`src/rtl/pb_pkg.sv`:
```
// Shared definitions for the push-button conditioning block:
// per-channel FSM state encoding and default timing for the 50 MHz board.
package pb_pkg;

  typedef enum logic [1:0] {
    UP     = 2'd0,
    UP_CHK = 2'd1,
    DOWN   = 2'd2,
    DN_CHK = 2'd3
  } pb_state_t;

  // 10 ms debounce window and 1 s long-hold threshold at 50 MHz
  localparam int unsigned PB_DB_CYCLES_DEF   = 500000;
  localparam int unsigned PB_HOLD_CYCLES_DEF = 50000000;

endpackage

```
`src/rtl/pb_debounce_chan.sv`:
```
// One push-button channel: 2-flop synchroniser, stable-count debounce FSM,
// long-hold timer and registered press/release/hold pulses.
//
// state  | meaning
// UP     | debounced released, waiting for a press
// UP_CHK | press seen, counting stable cycles before accepting it
// DOWN   | debounced pressed, hold timer running
// DN_CHK | release seen, counting stable cycles; hold timer still running
module pb_debounce_chan
  import pb_pkg::*;
#(
  parameter int unsigned DB_CYCLES   = PB_DB_CYCLES_DEF,
  parameter int unsigned HOLD_CYCLES = PB_HOLD_CYCLES_DEF
) (
  input  logic clk,
  input  logic rst,
  input  logic pb_raw,
  output logic level,
  output logic press_pulse,
  output logic release_pulse,
  output logic hold_pulse
);

  localparam int CNT_W  = $clog2(DB_CYCLES + 1);
  localparam int HOLD_W = $clog2(HOLD_CYCLES + 1);

  localparam logic [CNT_W-1:0]  CNT_LAST = CNT_W'(DB_CYCLES - 1);
  localparam logic [HOLD_W-1:0] HOLD_MAX = HOLD_W'(HOLD_CYCLES);
  localparam logic [HOLD_W-1:0] HOLD_PRE = HOLD_W'(HOLD_CYCLES - 1);

  logic s1, s2;
  logic p;

  pb_state_t         state, state_nxt;
  logic [CNT_W-1:0]  cnt, cnt_nxt;
  logic [HOLD_W-1:0] hold_cnt, hold_cnt_nxt;
  logic              level_q, level_nxt;
  logic              press_q, press_nxt;
  logic              release_q, release_nxt;
  logic              hold_q, hold_nxt;

  // Sync flops reset to the released (high) level so reset never looks like a press
  always_ff @(posedge clk) begin
    if (rst) begin
      s1 <= 1'b1;
      s2 <= 1'b1;
    end else begin
      s1 <= pb_raw;
      s2 <= s1;
    end
  end

  assign p = ~s2;

  always_ff @(posedge clk) begin
    if (rst) begin
      state     <= UP;
      cnt       <= '0;
      hold_cnt  <= '0;
      level_q   <= 1'b0;
      press_q   <= 1'b0;
      release_q <= 1'b0;
      hold_q    <= 1'b0;
    end else begin
      state     <= state_nxt;
      cnt       <= cnt_nxt;
      hold_cnt  <= hold_cnt_nxt;
      level_q   <= level_nxt;
      press_q   <= press_nxt;
      release_q <= release_nxt;
      hold_q    <= hold_nxt;
    end
  end

  always_comb begin
    state_nxt    = state;
    cnt_nxt      = cnt;
    hold_cnt_nxt = hold_cnt;
    level_nxt    = level_q;
    press_nxt    = 1'b0;
    release_nxt  = 1'b0;
    hold_nxt     = 1'b0;

    // Saturating hold timer; the release branch below overrides it
    if ((state == DOWN || state == DN_CHK) && hold_cnt != HOLD_MAX) begin
      hold_cnt_nxt = hold_cnt + HOLD_W'(1);
      hold_nxt     = (hold_cnt == HOLD_PRE);
    end

    case (state)
      UP: begin
        level_nxt = 1'b0;
        if (p) begin
          state_nxt = UP_CHK;
          cnt_nxt   = CNT_W'(1);
        end
      end
      UP_CHK: begin
        if (!p) begin
          state_nxt = UP;
          cnt_nxt   = '0;
        end else if (cnt == CNT_LAST) begin
          state_nxt    = DOWN;
          cnt_nxt      = '0;
          level_nxt    = 1'b1;
          press_nxt    = 1'b1;
          hold_cnt_nxt = '0;
        end else begin
          cnt_nxt = cnt + CNT_W'(1);
        end
      end
      DOWN: begin
        level_nxt = 1'b1;
        if (!p) begin
          state_nxt = DN_CHK;
          cnt_nxt   = CNT_W'(1);
        end
      end
      DN_CHK: begin
        if (p) begin
          state_nxt = DOWN;
          cnt_nxt   = '0;
        end else if (cnt == CNT_LAST) begin
          state_nxt    = UP;
          cnt_nxt      = '0;
          level_nxt    = 1'b0;
          release_nxt  = 1'b1;
          hold_cnt_nxt = '0;
          hold_nxt     = 1'b0;
        end else begin
          cnt_nxt = cnt + CNT_W'(1);
        end
      end
      default: begin
        state_nxt = UP;
        cnt_nxt   = '0;
      end
    endcase
  end

  assign level         = level_q;
  assign press_pulse   = press_q;
  assign release_pulse = release_q;
  assign hold_pulse    = hold_q;

endmodule

```
`src/rtl/pb_debounce.sv`:
```
// Push-button conditioning: NUM_PB independent debounce channels between the
// raw active-low PB pins and the switch PIO / LED logic.
module pb_debounce
  import pb_pkg::*;
#(
  parameter int unsigned NUM_PB      = 4,
  parameter int unsigned DB_CYCLES   = PB_DB_CYCLES_DEF,
  parameter int unsigned HOLD_CYCLES = PB_HOLD_CYCLES_DEF
) (
  input  logic              SYS_CLK50M,
  input  logic              RESET_EXPN,
  input  logic [NUM_PB-1:0] PB,
  output logic [NUM_PB-1:0] PB_LEVEL,
  output logic [NUM_PB-1:0] PB_PRESS,
  output logic [NUM_PB-1:0] PB_RELEASE,
  output logic [NUM_PB-1:0] PB_HOLD
);

  for (genvar i = 0; i < NUM_PB; i++) begin : g_chan
    pb_debounce_chan #(
      .DB_CYCLES  (DB_CYCLES),
      .HOLD_CYCLES(HOLD_CYCLES)
    ) u_chan (
      .clk          (SYS_CLK50M),
      .rst          (RESET_EXPN),
      .pb_raw       (PB[i]),
      .level        (PB_LEVEL[i]),
      .press_pulse  (PB_PRESS[i]),
      .release_pulse(PB_RELEASE[i]),
      .hold_pulse   (PB_HOLD[i])
    );
  end

endmodule

```
`config.mk`:
```
export PLATFORM = sky130hd
export DESIGN_NAME = pb_debounce
export DESIGN_NICKNAME = d
export VERILOG_FILES = /design/src/rtl/pb_pkg.sv /design/src/rtl/pb_debounce_chan.sv /design/src/rtl/pb_debounce.sv
export SDC_FILE = /design/constraint.sdc
export NUM_CORES = 1
export LEC_CHECK = 0
export ABC_AREA = 0
export BUFFER_PORTS_ARGS = -buffer_cell sky130_fd_sc_hd__clkbuf_2
export CORE_MARGIN = 8
export CORE_UTILIZATION = 25
export CTS_CLUSTER_SIZE = 16
export DETAILED_ROUTE_END_ITERATION = 7
export GPL_ROUTABILITY_DRIVEN = 0
export PLACE_DENSITY = 0.41
export SLEW_MARGIN = 30
export SYNTH_ARGS = -nofsm -noshare
export SYNTH_HDL_FRONTEND = slang
export SYNTH_HIERARCHICAL = 1
export SYNTH_SLANG_ARGS = --single-unit
```
`constraint.sdc`:
```
create_clock -name SYS_CLK50M -period 2 [get_ports SYS_CLK50M]
set_input_delay 0.4 -clock SYS_CLK50M [delete_from_list [all_inputs] [get_ports SYS_CLK50M]]
set_output_delay 0.4 -clock SYS_CLK50M [all_outputs]
set_load 0.02 [all_outputs]
```
==> impl_metrics.py <==
metrics = {
    "drt": {
        "vias": 8923,
        "drt_first_iter_violations": 347,
        "drt_wl_total_um": 25400,
        "firstDrtPassIters": 4,
        "drcViolationCount": 0,
        "wl_per_cell_um": 13.2,
        "detail-route-antenna-nets": 0,
        "m1WireLength_um": 12600,
        "wl_met3_um": 906,
        "top_layer_used": "met4",
        "vias_per_cell": 4.62,
        "dr_wl_met2_um": 11400,
    },
    "clock_tree": {
        "cts_buffers": 27,
        "htree_levels": 1,
        "insertion_delay_ns": 0.55,
        "clockRootBuffer": "clkbuf_16",
        "cts_buffer_depth": 3,
        "clkTransAtPathRegs_ns": 0.06,
        "clock-sinks": 212,
        "cts_tree": "done",
    },
    "synth": {
        "ys_seq_area_share_pct": 40.0,
        "ys.flop_type": "dfxtp_1",
        "synthCells": 1220,
        "synth_cell_type_count": 79,
        "async_flop_share_pct": 0,
        "synth_fp_nets": 1254,
        "syn-mean-instance-area_um2": 8.69,
        "synth_edf_count": 0,
        "synth_area_um2": 10600,
        "ys_warn_count": 6,
        "ys_ff_latch": 212,
    },
    "pwr": {
        "max-vdd-ir-drop_uv": 549,
        "p_leak_nw": 4.84,
        "powerDensity_nw_per_um2": 882,
    },
    "timing": {
        "setup_viol_count_final": 6,
        "tns_ns": -0.0657,
        "drv_slew": 0,
        "clock_skew_ns": 0.0117,
        "finalHoldViolCount": 0,
        "rsz0062_at_grt": "true",
        "setup_slack_ns": -0.0326,
        "period_share_pct": 102,
        "slew_headroom_pct": 63.4,
        "worst_pin_slew_ns": 0.549,
        "fmax_ghz": 0.492,
        "period_needed_ns": 2.03,
    },
    "final_layout": {
        "syn2layout_area_growth_pct": 26.8,
        "diodes": 0,
        "nets": 1406,
        "drive_gt1_share_pct": 21.1,
        "fin_util_pct": 32.0,
    },
    "critical_path": {
        "path_delay_family": "simple AND/OR/NAND/NOR gates",
        "rrSetupSlack_ns": -0.03,
        "startpoint_type": "flop",
        "crit_path_end_kind": "flop",
        "cp_cell_sequence": "or4_4, or3_4, o21ai_2, buf_4, a21oi_1, a311oi_1",
        "required_ns": 2.43,
        "slowest_delay_ns": 0.55,
        "worst_ep_arrival_time_ns": 2.46,
        "crit_type": "reg -> reg",
        "cp_max_fo": 5,
        "cpMaxStageDelayCell": "or4_4",
        "cp_num_buf_inv": 1,
    },
    "die": {
        "rows": 75,
        "die_w_um": 222,
        "io_pins": 22,
        "die_h_um": 222,
        "initial_core_util_pct": 25.3,
        "coreArea_um2": 41900,
        "die_area_um2": 49200,
    },
    "global_routing": {
        "grt_max_degree": 27,
        "antenna_found_initial": 1,
        "grt-ovfl-total": 0,
        "grt_pass1_vias": 8706,
        "grt_pass1_wl_um": 42800,
        "grt_util_all_layers_pct": 10.0,
    },
    "min_path": {
        "hold_path.class": "in -> reg",
    },
    "placed_design": {
        "hpwl_um": 17600,
        "dpl_worst_slack_ns": -0.0651,
        "port_buffers": 21,
    },
    "run": {
        "cap_violations": 0,
    },
    "status": {
        "outcome": "finished, violations left",
        "violations": "setup timing",
    },
}
[metrics by stage]
stage / total power, mW / std cells / instance area (µm²) / hold WS, ns
5_1_grt: 12.5 / 1930 / 13400 / 0.0222
4_1_cts: 11.9 / 1923 / 13200 / 0.00299
3_5_place_dp: 6.62 / 1871 / 12200 / 0.398
3_3_place_gp: 6.63 / 1871 / 12200 / 0.394
6_report: 11.9 / 1930 / 13400 / 0.0387
2_1_floorplan: 5.92 / 1220 / 10600 / 0.389
[kinds of logic (layout without fill, tap and decap cells)]
group | after synthesis | after routing | share of synthesized area, %
muxes | 17 | 17 | 1.77
and+or+nand+nor | 618 | 619 | 30.8
xor gates and xnor gates | 144 | 144 | 11.9
AOI/OAI and AO/OA | 130 | 131 | 8.44
adders and majority gates | 28 | 28 | 3.31
buffers and inverters | 71 | 240 | 3.71
DFF | 212 | 212 | 40.0
[registers in the layout, indices dropped and copies added, names as in the netlist, named ones only]
name                         cells
g_chan.u_chan/release_pulse      4
g_chan.u_chan/press_pulse        4
g_chan.u_chan/s2                 4
g_chan.u_chan/hold_cnt         104
g_chan.u_chan/level              4
g_chan.u_chan/hold_pulse         4
g_chan.u_chan/s1                 4
g_chan.u_chan/cnt               76
g_chan.u_chan/state              4
[cell type report]
type | instances | area (µm²)
repair buffers | 157 | 1220
well taps | 539 | 674
flip-flops and latches | 212 | 4260
clock inverters | 12 | 166
clock buffers | 36 | 769
fillers | 4379 | 28500
multi-input cells | 939 | 6220
inverters | 35 | 131
[power by group]
part / internal (mW) / total (mW) / switching [mW]
clock network: 3.20 / 5.13 / 1.94
logic: 0.943 / 2.20 / 1.25
registers: 4.39 / 4.52 / 0.130
[cell usage after synthesis (all sizes together) (19+ instances only)]
master / n / area (µm²)
nor2: 219 / 822
dfxtp: 212 / 4240
nand2: 89 / 342
xor2: 86 / 753
nand4: 63 / 394
nand3: 58 / 310
xnor2: 58 / 508
nor4: 36 / 295
inv: 34 / 128
nor3: 31 / 155
a21oi: 29 / 145
ha: 28 / 350
o21ai: 26 / 138
buf: 19 / 138
[layout by cell type (no fill, tap or decap), drive strengths merged, types with 18 or more instances in the layout]
| cell | n |
|---|---|
| and4 | 18 |
| nor4 | 36 |
| nand2 | 90 |
| nand3 | 58 |
| a21oi | 29 |
| nor2 | 219 |
| a31oi | 18 |
| inv | 35 |
| nand4 | 63 |
| o21ai | 26 |
| ha | 28 |
| nor3 | 31 |
| buf | 134 |
| dfxtp | 212 |
| clkbuf | 58 |
| xor2 | 86 |
| xnor2 | 58 |
[routing by layer]
metal,vias up,GRT usage (%)
met1,4139,13.0
met5,-,0
met3,39,1.86
met2,94,16.5
met4,0,3.21
li1,4651,-
[timing repair]
item | in CTS | in global routing
setup buffers | 3 | 4
setup endpoints to repair | 6 | 112
hold buffers | 1 | 0
endpoints found under the hold margin | 1 | 0
gates resized for setup | 11 | 43
gates cloned | 0 | 3
pin swaps | 7 | 27
[final timing paths]
path / start / endpoint / depth (start not counted)
min: PB[2] / g_chan[2].u_chan/s1 / 2
min reg2reg: g_chan[2].u_chan/s1 / g_chan[2].u_chan/s2 / 1
max: g_chan[3].u_chan/cnt[5] / g_chan[3].u_chan/state[0] / 6
max reg2reg: g_chan[3].u_chan/cnt[5] / g_chan[3].u_chan/state[0] / 6
Power figures use the tool's default switching activity.
